## src/rtl/riscv_branch_pkg.sv

```systemverilog
// Shared constants, FSM state type and counter helper for the branch predictor.
// Counter encodings follow the classic 2-bit scheme; bit 1 is the taken prediction.
package riscv_branch_pkg;

    localparam logic [6:0] OPC_BRANCH = 7'b1100011;

    localparam logic [1:0] CTR_SNT = 2'b00;
    localparam logic [1:0] CTR_WNT = 2'b01;
    localparam logic [1:0] CTR_WT  = 2'b10;
    localparam logic [1:0] CTR_ST  = 2'b11;

    typedef enum logic [0:0] {
        ST_IDLE  = 1'b0,
        ST_FLUSH = 1'b1
    } bp_state_e;

    // Saturating step: strongly-taken and strongly-not-taken hold.
    function automatic logic [1:0] ctr_step(input logic [1:0] ctr, input logic taken);
        logic [1:0] res;
        res = ctr;
        if (taken && ctr != CTR_ST) begin
            res = ctr + 2'd1;
        end else if (!taken && ctr != CTR_SNT) begin
            res = ctr - 2'd1;
        end
        return res;
    endfunction

endpackage

```

## src/rtl/bp_table.sv

```systemverilog
// Direct-mapped prediction table: combinational fetch read, read-modify-write training port, bulk clear.
// Training reads the entry at the update index internally, so the fetch port never sees a bypass.
module bp_table
    import riscv_branch_pkg::*;
#(
    parameter  int IDX_BITS = 4,
    localparam int TAG_W    = 30 - IDX_BITS
) (
    input  logic                clk,
    input  logic                rst_n,
    input  logic                clr_i,
    input  logic [IDX_BITS-1:0] rd_idx_i,
    output logic                rd_valid_o,
    output logic [TAG_W-1:0]    rd_tag_o,
    output logic [29:0]         rd_target_o,
    output logic [1:0]          rd_ctr_o,
    input  logic                wr_en_i,
    input  logic [IDX_BITS-1:0] wr_idx_i,
    input  logic [TAG_W-1:0]    wr_tag_i,
    input  logic [29:0]         wr_target_i,
    input  logic                wr_taken_i
);

    localparam int DEPTH = 1 << IDX_BITS;

    logic [DEPTH-1:0] valid_q;
    logic [TAG_W-1:0] tag_q    [DEPTH];
    logic [29:0]      target_q [DEPTH];
    logic [1:0]       ctr_q    [DEPTH];

    logic wr_hit;

    assign rd_valid_o  = valid_q[rd_idx_i];
    assign rd_tag_o    = tag_q[rd_idx_i];
    assign rd_target_o = target_q[rd_idx_i];
    assign rd_ctr_o    = ctr_q[rd_idx_i];

    assign wr_hit = valid_q[wr_idx_i] && (tag_q[wr_idx_i] == wr_tag_i);

    // Clear has priority over training in the same cycle.
    always_ff @(posedge clk) begin
        if (!rst_n || clr_i) begin
            for (int i = 0; i < DEPTH; i++) begin
                valid_q[i] <= 1'b0;
                ctr_q[i]   <= CTR_WNT;
            end
        end else if (wr_en_i) begin
            if (wr_taken_i) begin
                valid_q[wr_idx_i]  <= 1'b1;
                tag_q[wr_idx_i]    <= wr_tag_i;
                target_q[wr_idx_i] <= wr_target_i;
                ctr_q[wr_idx_i]    <= wr_hit ? ctr_step(ctr_q[wr_idx_i], 1'b1) : CTR_WT;
            end else if (wr_hit) begin
                ctr_q[wr_idx_i] <= ctr_step(ctr_q[wr_idx_i], 1'b0);
            end
        end
    end

endmodule

```

## src/rtl/branch_predict_ctrl.sv

```systemverilog
// Branch predictor front end plus EX-stage resolution: redirect, flush sequencing and statistics.
// A mispredict flushes for FLUSH_CYCLES cycles; wrong-path EX branches are ignored meanwhile.
module branch_predict_ctrl
    import riscv_branch_pkg::*;
#(
    parameter int IDX_BITS     = 4,
    parameter int FLUSH_CYCLES = 1
) (
    input  logic        clk,
    input  logic        rst_n,
    input  logic [31:0] if_pc,
    output logic        if_pred_taken,
    output logic [31:0] if_next_pc,
    input  logic        ex_valid,
    input  logic        ex_is_branch,
    input  logic [31:0] ex_pc,
    input  logic [31:0] ex_target,
    input  logic        ex_taken,
    input  logic        ex_pred_taken,
    input  logic [31:0] ex_pred_target,
    input  logic        tbl_clear,
    output logic        redirect_valid,
    output logic [31:0] redirect_pc,
    output logic        flush_o,
    output logic [31:0] br_count,
    output logic [31:0] mispred_count
);

    localparam int TAG_W = 30 - IDX_BITS;

    logic             rd_valid;
    logic [TAG_W-1:0] rd_tag;
    logic [29:0]      rd_target;
    logic [1:0]       rd_ctr;
    logic             fetch_hit;

    bp_state_e   state_q, state_d;
    logic [2:0]  cnt_q, cnt_d;
    logic [31:0] br_q, br_d;
    logic [31:0] mis_q, mis_d;
    logic        resolve;
    logic        mispred;
    logic [31:0] actual_pc;

    bp_table #(.IDX_BITS(IDX_BITS)) u_table (
        .clk         (clk),
        .rst_n       (rst_n),
        .clr_i       (tbl_clear),
        .rd_idx_i    (if_pc[IDX_BITS+1:2]),
        .rd_valid_o  (rd_valid),
        .rd_tag_o    (rd_tag),
        .rd_target_o (rd_target),
        .rd_ctr_o    (rd_ctr),
        .wr_en_i     (resolve),
        .wr_idx_i    (ex_pc[IDX_BITS+1:2]),
        .wr_tag_i    (ex_pc[31:IDX_BITS+2]),
        .wr_target_i (ex_target[31:2]),
        .wr_taken_i  (ex_taken)
    );

    assign fetch_hit     = rd_valid && (rd_tag == if_pc[31:IDX_BITS+2]);
    assign if_pred_taken = fetch_hit && rd_ctr[1];
    assign if_next_pc    = if_pred_taken ? {rd_target, 2'b00} : if_pc + 32'd4;

    assign resolve   = ex_valid && ex_is_branch && (state_q == ST_IDLE);
    assign actual_pc = ex_taken ? ex_target : ex_pc + 32'd4;
    assign mispred   = resolve && ((ex_taken != ex_pred_taken) ||
                                   (ex_taken && (ex_pred_target != ex_target)));

    assign redirect_valid = mispred;
    assign redirect_pc    = actual_pc;
    assign flush_o        = mispred || (state_q == ST_FLUSH);
    assign br_count       = br_q;
    assign mispred_count  = mis_q;

    always_comb begin
        state_d = state_q;
        cnt_d   = cnt_q;
        case (state_q)
            ST_IDLE: begin
                if (mispred && FLUSH_CYCLES > 1) begin
                    state_d = ST_FLUSH;
                    cnt_d   = 3'(FLUSH_CYCLES - 1);
                end
            end
            ST_FLUSH: begin
                cnt_d = cnt_q - 3'd1;
                if (cnt_q == 3'd1) begin
                    state_d = ST_IDLE;
                end
            end
            default: begin
                state_d = ST_IDLE;
                cnt_d   = 3'd0;
            end
        endcase
    end

    assign br_d  = (resolve && br_q != 32'hFFFF_FFFF) ? br_q + 32'd1 : br_q;
    assign mis_d = (mispred && mis_q != 32'hFFFF_FFFF) ? mis_q + 32'd1 : mis_q;

    always_ff @(posedge clk) begin
        if (!rst_n) begin
            state_q <= ST_IDLE;
            cnt_q   <= 3'd0;
            br_q    <= 32'd0;
            mis_q   <= 32'd0;
        end else begin
            state_q <= state_d;
            cnt_q   <= cnt_d;
            br_q    <= br_d;
            mis_q   <= mis_d;
        end
    end

endmodule
```

## config.mk

```make
export PLATFORM = sky130hd
export DESIGN_NAME = branch_predict_ctrl
export DESIGN_NICKNAME = d
export VERILOG_FILES = /design/src/rtl/riscv_branch_pkg.sv /design/src/rtl/bp_table.sv /design/src/rtl/branch_predict_ctrl.sv
export SDC_FILE = /design/constraint.sdc
export NUM_CORES = 2
export LEC_CHECK = 0
export BUFFER_PORTS_ARGS = -buffer_cell sky130_fd_sc_hd__buf_4
export CAP_MARGIN = 5
export CORE_MARGIN = 2
export CORE_UTILIZATION = 60
export DETAILED_ROUTE_END_ITERATION = 10
export GPL_TIMING_DRIVEN = 0
export PLACE_DENSITY = 0.79
export SYNTH_ARGS = -nofsm -noshare
export SYNTH_HDL_FRONTEND = slang
export SYNTH_HIERARCHICAL = 1
export SYNTH_SLANG_ARGS = --single-unit
```

## constraint.sdc

```tcl
create_clock -name clk -period 8.4 [get_ports clk]
set_input_delay 1.68 -clock clk [delete_from_list [all_inputs] [get_ports clk]]
set_output_delay 1.68 -clock clk [all_outputs]
set_load 0.03 [all_outputs]
```

==> flow_metrics.env <==
export IMPL_cpMaxStageDelayCell="clkdlybuf4s15_1"
export IMPL_power_switching_mw=2.59
export IMPL_maximum_number_of_pins_on_one_net_before_global_route_repair=25
export IMPL_place_gp_congestion=0.976
export IMPL_seqPwrFrac_pct=50.4
export IMPL_post_place_cells=3967
export IMPL_wl_per_cell_um=36.8
export IMPL_layout_cell_area_non_filler_um2=53800
export IMPL_first_iter_violations=4594
export IMPL_setup_viol_count_final=0
export IMPL_wire_length_of_the_first_global_routing_pass_um=216000
export IMPL_netlist_area_um2=46100
export IMPL_slew_violations=0
export IMPL_min_period_over_period_pct=98.6
export IMPL_finalClockSkew_ns=0.0323
export IMPL_antenna_found_initial=7
export IMPL_post_layout_worst_setup_margin_ns=0.120
export IMPL_htreeDepth=3
export IMPL_critical_path_class="in2out"
export IMPL_synth_net_count=2771
export IMPL_cts_post_setup_buffers_inserted=0
export IMPL_start_kind="primary input"
export IMPL_drc=0
export IMPL_cts_sinks=1012
export IMPL_timing_hold_worst_class="reg2reg"
export IMPL_core_area_um2=76100
export IMPL_cell_internal_pwr_mw=8.37
export IMPL_comb_power_share_pct=9.0
export IMPL_detailroute_via_count=30400
export IMPL_synth_warnings=6
export IMPL_place_area_um2=50500
export IMPL_tritoncts_num_buffers=100
export IMPL_post_cts_resize_count=37
export IMPL_post_route_cells_drive_above_1_share_pct=31.8
export IMPL_fp_dieW_um=281
export IMPL_synthesis_instances=2630
export IMPL_leakage_nw=17.7
export IMPL_gr_total_overflow=0
export IMPL_critical_path_max_fanout=14
export IMPL_die_height_um=281
export IMPL_tightestPinTransition_ns=1.32
export IMPL_ir_drop_v=0.000185
export IMPL_root_buffer="clkbuf_16"
export IMPL_cp_top_family="buffers and inverters"
export IMPL_avgSynthCellArea_um2=17.5
export IMPL_arrival_ns=6.60
export IMPL_multi_input_comb_area_um2=15800
export IMPL_cts_tree="built"
export IMPL_timing_critical_path_to_type="output pin"
export IMPL_detailedRoute_firstPassIterationCount=6
export IMPL_final_nets=3179
export IMPL_routed_wirelength_um=153000
export IMPL_instances_no_fill=4155
export IMPL_route_antenna_remaining_nets=0
export IMPL_final_hold_violation_count=0
export IMPL_crit_chain="buf_4 > clkdlybuf4s15_1 > clkbuf_2 > mux4_2 > mux4_2 > xor2_1 > nor4_1 > nand4_1 > nor3_2 > buf_2 > buf_2 > nand2_1 > o21ai_0 > buf_4"
export IMPL_max_freq_mhz=121
export IMPL_die_area_um2=79100
export IMPL_max_clock_path_buffers=3
export IMPL_hold_fix_buffers_cts=0
export IMPL_slew_headroom_pct=12.2
export IMPL_area_growth_pct=16.7
export IMPL_worst_hold_slack_after_final_layout_ns=0.483
export IMPL_placement_io_buffers=264
export IMPL_pre_cts_ws_ns=-1.31
export IMPL_post_drt_via_cell_ratio=7.33
export IMPL_cp_num_buf_inv=6
export IMPL_initial_utilization_pct=60.7
export IMPL_cts_reportedPaths_clkPinSlew_ns=0.06
export IMPL_pwr_density_cell_nw_per_um2=204
export IMPL_clockPowerShare_pct=40.7
export IMPL_netSwitchingFraction_pct=23.6
export IMPL_clock_network_latency_to_the_later_pin_of_the_worst_skew_pair_ns=0.70
export IMPL_ios=266
export IMPL_floorplan_rows=101
export IMPL_layout_min_cycle_time_ns=8.28
export IMPL_vias_in_the_first_global_route=30400
export IMPL_grt_usage_pct=39.1
export IMPL_worst_path_largest_cell_delay_ns=0.80
export IMPL_hpwlAfterDp_um=103000
export IMPL_sequential_cell_area_um2=29500
export IMPL_outcome="finished, final reports clean"
export IMPL_required_ns=6.72
export IMPL_maxCapViolCount=0
export IMPL_fillers=4717
[metrics by stage]
stage	utilization, %	power (mW)	setup TNS, ns
4_1_cts	70.7	10.9	0
5_1_grt	70.7	11.2	-0.237
2_1_floorplan	-	6.13	0
3_3_place_gp	65.0	6.54	-1204.20
6_report	70.8	11.0	0
3_5_place_dp	66.3	6.57	-30.76
[final cells by class]
| cell class | instances | area share [%] |
|---|---|---|
| Antenna cell | 7 | 0.0325 |
| Buffer | 153 | 1.59 |
| Clock buffer | 123 | 4.90 |
| Clock inverter | 59 | 1.15 |
| Inverter | 27 | 0.188 |
| Multi-Input combinational cell | 1437 | 29.4 |
| Sequential cell | 1012 | 54.9 |
| Tap cell | 1030 | 2.39 |
| Timing Repair Buffer | 307 | 5.42 |
[cell usage in the layout, fill, tap and decap left out, drive strengths merged, types with 9 or more instances in the layout]
| master | n |
|---|---|
| a21o | 25 |
| a21oi | 34 |
| a221oi | 12 |
| and2 | 10 |
| and3 | 22 |
| and4 | 21 |
| buf | 372 |
| clkbuf | 204 |
| clkinv | 39 |
| dfxtp | 84 |
| edfxtp | 928 |
| inv | 33 |
| mux2 | 45 |
| mux2i | 74 |
| mux4 | 371 |
| nand2 | 128 |
| nand2b | 17 |
| nand3 | 78 |
| nand4 | 35 |
| nor2 | 93 |
| nor2b | 27 |
| nor3 | 16 |
| nor4 | 21 |
| o21ai | 72 |
| o22ai | 21 |
| o31ai | 36 |
| or3 | 9 |
| or4 | 24 |
| xnor2 | 85 |
| xor2 | 88 |
[registers in the layout, indices dropped and copies added, names as in the netlist]
register	count
br_count	32
u_table/tag_q	416
mispred_count	32
u_table/ctr_q	32
state_q	1
u_table/target_q	480
u_table/valid_q	16
cnt_q	3
[per-layer routing]
layer / vias up / wire [um] / global-route usage [%]
li1: 11600 / - / -
met1: 15300 / 48900 / 49.1
met2: 2862 / 70400 / 60.1
met3: 615 / 21800 / 11.4
met4: 6 / 11500 / 25.2
met5: - / 44 / 0.183
[worst reg2reg max path, stage by stage (launching register included)]
cell and delay, ns:
edfxtp_1 0.42, mux4_2 0.47, mux2i_1 0.16, mux2i_1 0.12
xnor2_1 0.45, nand4b_1 0.26, nor4_4 0.45, nand4_4 0.31
or2_1 0.32, buf_6 0.15, o31ai_2 0.31
[path summary, 6_finish.rpt]
kind                                       startpoint             endpoint  slack [ns]  depth (start not counted)
worst max register to register  u_table/tag_q[12][18]  u_table/ctr_q[0][0]        4.65                         10
worst max-delay path                         if_pc[3]       if_next_pc[11]        0.12                         14
worst min register to register               cnt_q[1]             cnt_q[1]        0.48                          2
worst min-delay path                         cnt_q[1]             cnt_q[1]        0.48                          2
[power groups by stage]
stage	Clock (mW)	Sequential, mW	Combinational, mW
2_1_floorplan	0	5.63	0.505
3_3_place_gp	0	5.62	0.919
3_5_place_dp	0	5.63	0.943
4_1_cts	4.46	5.52	0.954
5_1_grt	4.64	5.52	1.00
6_report	4.46	5.52	0.982
Note: power is estimated with default switching activity, not from simulation.
